### src/rtl/ff_layer_sched_if.sv
// ---------------------------------------------------------------------------
// ff_layer_sched_if
//
// Bundles the control and row-address signals of the feed-forward layer
// scheduler so the scheduler and whoever drives it share one port.
//
// Handshake: start is a request level sampled only while the scheduler is
// idle. There is no ready signal; a start seen while busy/done is dropped,
// not queued. done is a one-cycle pulse that closes the pass.
// hold is a per-cycle issue suppressor: it kills the read issue of the cycle
// in which it is high and has no other effect.
//
// Signals
//   start    master->slave  request one layer pass
//   hold     master->slave  suppress issue this cycle
//   rd_en    slave->master  act/wt/bias row read this cycle
//   rd_addr  slave->master  row index being read (CW bits)
//   wr_en    slave->master  act_out/adot_out row valid to store
//   wr_addr  slave->master  output row index (CW bits)
//   busy     slave->master  pass in progress (RUN or DRAIN)
//   done     slave->master  one-cycle completion pulse
//
// CW must match the scheduler's derived CW = max(1, clog2(n*fi/z)).
// ---------------------------------------------------------------------------
interface ff_layer_sched_if #(
  parameter int CW = 2
);
  logic          start;
  logic          hold;
  logic          rd_en;
  logic [CW-1:0] rd_addr;
  logic          wr_en;
  logic [CW-1:0] wr_addr;
  logic          busy;
  logic          done;

  modport master (
    output start,
    output hold,
    input  rd_en,
    input  rd_addr,
    input  wr_en,
    input  wr_addr,
    input  busy,
    input  done
  );

  modport slave (
    input  start,
    input  hold,
    output rd_en,
    output rd_addr,
    output wr_en,
    output wr_addr,
    output busy,
    output done
  );
endinterface

### src/rtl/ff_layer_sched.sv
// ---------------------------------------------------------------------------
// ff_layer_sched
//
// Issue scheduler for one feed-forward layer pass. A pass reads CPC = n*fi/z
// rows of activations/weights/bias, one row per non-held cycle, and emits the
// matching output-row write strobes LAT cycles later, matching the fixed
// latency of the processor set. The processor pipeline cannot stall, so a
// held cycle simply becomes a bubble that travels down the delay line.
//
// Ports
//   clk          rising-edge clock
//   reset_n      asynchronous active-low reset
//   bus          ff_layer_sched_if.slave (start/hold in, rd/wr/busy/done out)
//   o_dbg_state  current FSM state (0 IDLE, 1 RUN, 2 DRAIN, 3 DONE)
//
// Parameters
//   fi   fan-in per neuron
//   z    weights/activations consumed per cycle
//   n    neurons in the layer
//   LAT  processor set latency in cycles (>= 1)
// ---------------------------------------------------------------------------
module ff_layer_sched #(
  parameter int fi  = 32,
  parameter int z   = 512,
  parameter int n   = 64,
  parameter int LAT = 3
) (
  input  logic               clk,
  input  logic               reset_n,
  ff_layer_sched_if.slave    bus,
  output logic [1:0]         o_dbg_state
);

  localparam int CPC = (n * fi) / z;
  localparam int CW  = (CPC > 1) ? $clog2(CPC) : 1;
  localparam logic [CW-1:0] LAST = CW'(CPC - 1);

  // Reject configurations that cannot be tiled into whole rows.
  if ((z % fi) != 0 || ((n * fi) % z) != 0 || CPC < 1) begin : g_bad_cfg
    $error("ff_layer_sched: need z%%fi==0, (n*fi)%%z==0 and CPC>=1");
  end
  if (LAT < 1) begin : g_bad_lat
    $error("ff_layer_sched: LAT must be >= 1");
  end

  typedef enum logic [1:0] {
    S_IDLE  = 2'd0,
    S_RUN   = 2'd1,
    S_DRAIN = 2'd2,
    S_DONE  = 2'd3
  } state_t;

  state_t        r_state;
  state_t        w_state_nxt;
  logic [CW-1:0] r_cnt;
  logic          w_issue;
  logic          w_upstream_vld;
  logic [LAT-1:0] r_pipe_vld;
  logic [CW-1:0] r_pipe_addr [LAT];

  assign w_issue     = (r_state == S_RUN) && !bus.hold;
  assign o_dbg_state = r_state;

  // Any valid entry that has not yet reached the last stage means at least
  // one more write strobe is still on its way.
  always_comb begin
    w_upstream_vld = 1'b0;
    for (int i = 0; i < LAT - 1; i++) begin
      w_upstream_vld = w_upstream_vld | r_pipe_vld[i];
    end
  end

  // State register
  always_ff @(posedge clk or negedge reset_n) begin
    if (!reset_n) begin
      r_state <= S_IDLE;
    end else begin
      r_state <= w_state_nxt;
    end
  end

  // Next-state logic
  always_comb begin
    w_state_nxt = r_state;
    unique case (r_state)
      S_IDLE:  if (bus.start) w_state_nxt = S_RUN;
      S_RUN:   if (w_issue && (r_cnt == LAST)) w_state_nxt = S_DRAIN;
      // Leave DRAIN on the edge that retires the final write strobe.
      S_DRAIN: if (!w_upstream_vld) w_state_nxt = S_DONE;
      S_DONE:  w_state_nxt = S_IDLE;
      default: w_state_nxt = S_IDLE;
    endcase
  end

  // Output decode
  always_comb begin
    bus.rd_en = 1'b0;
    bus.busy  = 1'b0;
    bus.done  = 1'b0;
    unique case (r_state)
      S_RUN: begin
        bus.rd_en = !bus.hold;
        bus.busy  = 1'b1;
      end
      S_DRAIN: bus.busy = 1'b1;
      S_DONE:  bus.done = 1'b1;
      default: ;
    endcase
  end

  // Issue counter: cleared on acceptance, saturates at the last row so a
  // pass can never re-issue row 0.
  always_ff @(posedge clk or negedge reset_n) begin
    if (!reset_n) begin
      r_cnt <= '0;
    end else if ((r_state == S_IDLE) && bus.start) begin
      r_cnt <= '0;
    end else if (w_issue && (r_cnt != LAST)) begin
      r_cnt <= r_cnt + 1'b1;
    end
  end

  assign bus.rd_addr = r_cnt;

  // Valid/address delay line mirroring the processor set latency.
  always_ff @(posedge clk or negedge reset_n) begin
    if (!reset_n) begin
      r_pipe_vld <= '0;
      for (int i = 0; i < LAT; i++) begin
        r_pipe_addr[i] <= '0;
      end
    end else begin
      for (int i = LAT - 1; i > 0; i--) begin
        r_pipe_vld[i]  <= r_pipe_vld[i-1];
        r_pipe_addr[i] <= r_pipe_addr[i-1];
      end
      r_pipe_vld[0]  <= w_issue;
      r_pipe_addr[0] <= r_cnt;
    end
  end

  assign bus.wr_en   = r_pipe_vld[LAT-1];
  assign bus.wr_addr = r_pipe_addr[LAT-1];

endmodule

### src/flat_wrapper.sv
// flat-port wrapper written by rule: the top's interface ports become plain ports
module ff_layer_sched_flat 
#(
  parameter int fi  = 32,
  parameter int z   = 512,
  parameter int n   = 64,
  parameter int LAT = 3
)
  (clk, reset_n, o_dbg_state, bus_start, bus_hold, bus_rd_en, bus_rd_addr, bus_wr_en, bus_wr_addr, bus_busy, bus_done);
  ff_layer_sched_if #(.CW(2)) bus_i ();
  input  logic clk;
  input  logic reset_n;
  output logic [1:0] o_dbg_state;
  input wire logic [$bits(bus_i.start)-1:0] bus_start;
  input wire logic [$bits(bus_i.hold)-1:0] bus_hold;
  output wire logic [$bits(bus_i.rd_en)-1:0] bus_rd_en;
  output wire logic [$bits(bus_i.rd_addr)-1:0] bus_rd_addr;
  output wire logic [$bits(bus_i.wr_en)-1:0] bus_wr_en;
  output wire logic [$bits(bus_i.wr_addr)-1:0] bus_wr_addr;
  output wire logic [$bits(bus_i.busy)-1:0] bus_busy;
  output wire logic [$bits(bus_i.done)-1:0] bus_done;
  assign bus_i.start = bus_start;
  assign bus_i.hold = bus_hold;
  assign bus_rd_en = bus_i.rd_en;
  assign bus_rd_addr = bus_i.rd_addr;
  assign bus_wr_en = bus_i.wr_en;
  assign bus_wr_addr = bus_i.wr_addr;
  assign bus_busy = bus_i.busy;
  assign bus_done = bus_i.done;
  ff_layer_sched #(.fi(fi), .z(z), .n(n), .LAT(LAT)) u_core (.clk(clk), .reset_n(reset_n), .bus(bus_i), .o_dbg_state(o_dbg_state));
endmodule
### config.mk
export PLATFORM = sky130hd
export DESIGN_NAME = ff_layer_sched_flat
export DESIGN_NICKNAME = d
export VERILOG_FILES = /design/src/rtl/ff_layer_sched_if.sv /design/src/rtl/ff_layer_sched.sv /design/src/flat_wrapper.sv
export SDC_FILE = /design/constraint.sdc
export NUM_CORES = 1
export LEC_CHECK = 0
export CAP_MARGIN = 15
export CORE_AREA = 2 2 39 41
export CTS_BUF_LIST = sky130_fd_sc_hd__clkbuf_4
export CTS_CLUSTER_DIAMETER = 200
export CTS_CLUSTER_SIZE = 14
export DETAILED_ROUTE_END_ITERATION = 10
export DIE_AREA = 0 0 41 43
export PLACE_DENSITY = 0.71
export SYNTH_ARGS = -nofsm -noshare
export SYNTH_HDL_FRONTEND = slang
export SYNTH_SLANG_ARGS = --single-unit
export TNS_END_PERCENT = 1
### constraint.sdc
create_clock -name clk -period 1.6 [get_ports clk]
set_input_delay 0.48 -clock clk [delete_from_list [all_inputs] [get_ports clk]]
set_output_delay 0.48 -clock clk [all_outputs]
set_load 0.03 [all_outputs]
==> flow_metrics.py <==
metrics = {
    "run_status": {
        "outcome": "complete, but fails checks",
        "violations": "setup timing",
    },
    "pwr": {
        "power_w": 0.00190,
        "p_leak_nw": 0.420,
        "power_density_nw_per_um2": 2250,
        "ir_drop_mv": 1.27,
    },
    "global_route": {
        "grt_max_degree": 14,
        "track_usage_pct": 14.1,
        "grt_pass1_vias": 387,
        "grt_pass1_wl_um": 1610,
        "antenna_found_initial": 0,
        "overflow": 0,
    },
    "detailed_routing": {
        "ant_nets": 0,
        "vias": 380,
        "drt-initial-drc-count": 9,
        "vias_per_cell": 4.63,
        "drt_wl_total_um": 980,
        "wire_per_inst_um": 12.0,
        "dr.pass1.iters": 3,
        "drc": 0,
    },
    "timing": {
        "finalHoldViolations": 0,
        "fin_setup_tns_ps": -487,
        "setup_slack_ps": -173,
        "setup-violations-final": 3,
        "timing.hold.ws_ps": 356,
        "slew_headroom_pct": 80.1,
        "skew_ps": 6.18,
        "period_minus_slack_ps": 1770,
        "post-route-period-util_pct": 111,
        "tightest_slew_ps": 300,
        "max_freq_mhz": 564,
        "maxSlewViolCount": 0,
        "rsz0062_at_grt": "yes",
    },
    "worst_setup_path": {
        "cpPeakStageDelay_ps": 420,
        "critPathSlowestCell": "clkdlybuf4s50_1",
        "crit_top_cell": "buf_6",
        "cp.required_ps": 1120,
        "worstPathArrival_ps": 1290,
        "start_kind": "input pin",
        "path_buf_inv": 3,
        "path_cells": "clkdlybuf4s50_1 > buf_6 > nor2b_4 > buf_6",
        "crit_path_end_kind": "primary output",
        "cp_top_family": "buffers and inverters",
        "crit_type": "input pin to primary output",
        "worstPathMaxFanout": 2,
    },
    "floorplan": {
        "num_rows": 14,
        "die_area_sq_um": 1760,
        "io_pins": 14,
        "die_w_um": 41,
        "die_h_um": 43,
        "core_sq_um": 1380,
        "initial_core_util_pct": 38.4,
    },
    "placement": {
        "dp.cells": 75,
        "io_buffers": 13,
        "gp_congestion": 0.796,
        "hpwl_um": 701,
    },
    "clocking": {
        "cts.sinks": 13,
        "holdBufCountCts": 0,
        "cts_root_buf": "clkbuf_4",
        "clkTransAtPathRegs_ps": 70,
        "htreeDepth": 1,
        "clockBufferDepth": 2,
        "numCtsBuffers": 3,
        "clock_latency_ps": 280,
        "cts_tree": "yes",
    },
    "worst_hold_path": {
        "hold_path_class": "register to register",
    },
    "synthesis": {
        "yosysTopAreaCell": "dfrtp_1",
        "synth_cell_types": 15,
        "syn_area_sq_um": 532,
        "synth_nets": 47,
        "synth-seq-area-share_pct": 61.2,
        "yosysWarnings": 0,
        "synth_top_area_share_pct": 61.2,
        "avgSynthCellArea_sq_um": 14.4,
        "ys_ff_latch": 13,
        "synthTopCellsByArea": "dfrtp_1 61%, ha_1 14%, a21oi_1 2.8%",
        "syn_inst": 37,
    },
    "cells_and_area": {
        "fillers": 122,
        "fin_nets": 77,
        "diodes": 0,
        "finalNonFillerCells": 82,
        "drive_above_1_share_pct": 48.5,
        "synthToLayoutAreaGrowth_pct": 59.1,
    },
    "job": {
        "maxCapViolations": 0,
    },
}
## power by group
| group | leakage, nW | internal [W] | total (W) | switching, W |
|---|---|---|---|---|
| sequential | 0.165 | 0.000467 | 0.000519 | 0.0000516 |
| clock | 0.0184 | 0.000114 | 0.000217 | 0.000104 |
| combinational | 0.237 | 0.000571 | 0.00116 | 0.000593 |
## sequential cells by signal, summed over array words and instances, names as in the netlist
register,cells
u_core.r_pipe_addr,4
u_core.r_pipe_vld,3
u_core.bus.rd_addr,2
u_core.bus.wr_addr,2
u_core.o_dbg_state,2
## cells by family (layout without fill, tap and decap cells)
logic type | after synthesis | count (layout) | share of synthesized area [%]
AO/OA/AOI/OAI | 6 | 6 | 8.23
XOR/XNOR | 1 | 1 | 1.65
adder cells (fa/ha/maj) | 6 | 6 | 14.1
buffers and inverters | 4 | 33 | 4.23
flip-flops | 13 | 13 | 61.2
multiplexers | 2 | 2 | 4.00
AND/OR/NAND/NOR | 5 | 5 | 6.59
## repair_timing
action                                  in CTS  in global routing
pin swaps                                    1                  1
buffers inserted                             1                  2
endpoints found under the setup margin       9                  6
resized for setup                           16                  4
## through the flow
stage               area (sq um)  utilization [%]  worst slack, ps
floorplan                    542                -            -7.42
global placement             749             54.2             -190
detailed placement           749             54.2             -209
CTS                          808             58.4             -188
global route                 846             61.1             -212
finish                       846             61.1             -173
## path summary, 6_finish.rpt
path	slack, ps	cells after the start	endpoint	startpoint
min in group asynchronous	490	2	u_core.r_pipe_vld[1]$_DFF_PN0_	reset_n
max in group asynchronous	940	2	u_core.o_dbg_state[1]$_DFFE_PN0P_	reset_n
max reg2reg	40	6	u_core.o_dbg_state[1]$_DFFE_PN0P_	u_core.o_dbg_state[0]$_DFFE_PN0P_
max	-170	4	bus_rd_en	bus_hold
min reg2reg	360	0	u_core.r_pipe_addr[3]$_DFF_PN0_	u_core.r_pipe_addr[5]$_DFF_PN0_
min	360	0	u_core.r_pipe_addr[3]$_DFF_PN0_	u_core.r_pipe_addr[5]$_DFF_PN0_
## cell usage in the layout, fill, tap and decap left out
cell type        instances
clkdlybuf4s15_2          1
clkdlybuf4s50_1          3
nor2_1                   1
a21oi_1                  3
nor2b_4                  1
a2bb2oi_1                1
o21a_1                   1
ha_1                     4
inv_6                    1
ha_4                     2
mux2i_1                  1
buf_4                   13
a211oi_2                 1
mux2_1                   1
nor2b_1                  1
clkbuf_4                 4
dlygate4sd2_1            5
nand2b_1                 1
dfrtp_2                  2
nor3b_2                  1
buf_6                    5
inv_2                    1
dfrtp_1                 11
xnor2_1                  1
## worst reg2reg max path, stage by stage (launching register included)
cell      delay [ps]
dfrtp_2          370
buf_4            140
inv_2             70
ha_1             220
o21a_1           130
a211oi_2         190
mux2_1           340
## metal layers
layer	up-vias	part of all wire, %	GRT usage (%)
met3	4	5.1	3.14
met4	0	2.6	6.00
met2	10	52	23.1
li1	182	-	-
met5	-	0	0
met1	184	40	16.6
## synth_stat cells
library cell and count:
a211oi_2 1, a21oi_1 3, a2bb2oi_1 1, buf_4 2, dfrtp_1 13, ha_1 6, inv_1 2, mux2_1 1
mux2i_1 1, nand2b_1 1, nor2_1 1, nor2b_1 2, nor3b_2 1, o21a_1 1, xnor2_1 1
## cell type report
class | count | area, sq um | area share [%]
clock buffers | 4 | 30.0 | 3.55
inverters | 2 | 12.5 | 1.48
multi-input cells | 20 | 216 | 25.6
flip-flops and latches | 13 | 328 | 38.8
well taps | 16 | 20.0 | 2.37
repair buffers | 27 | 239 | 28.3
No activity file was read; power rests on OpenSTA's default activity.
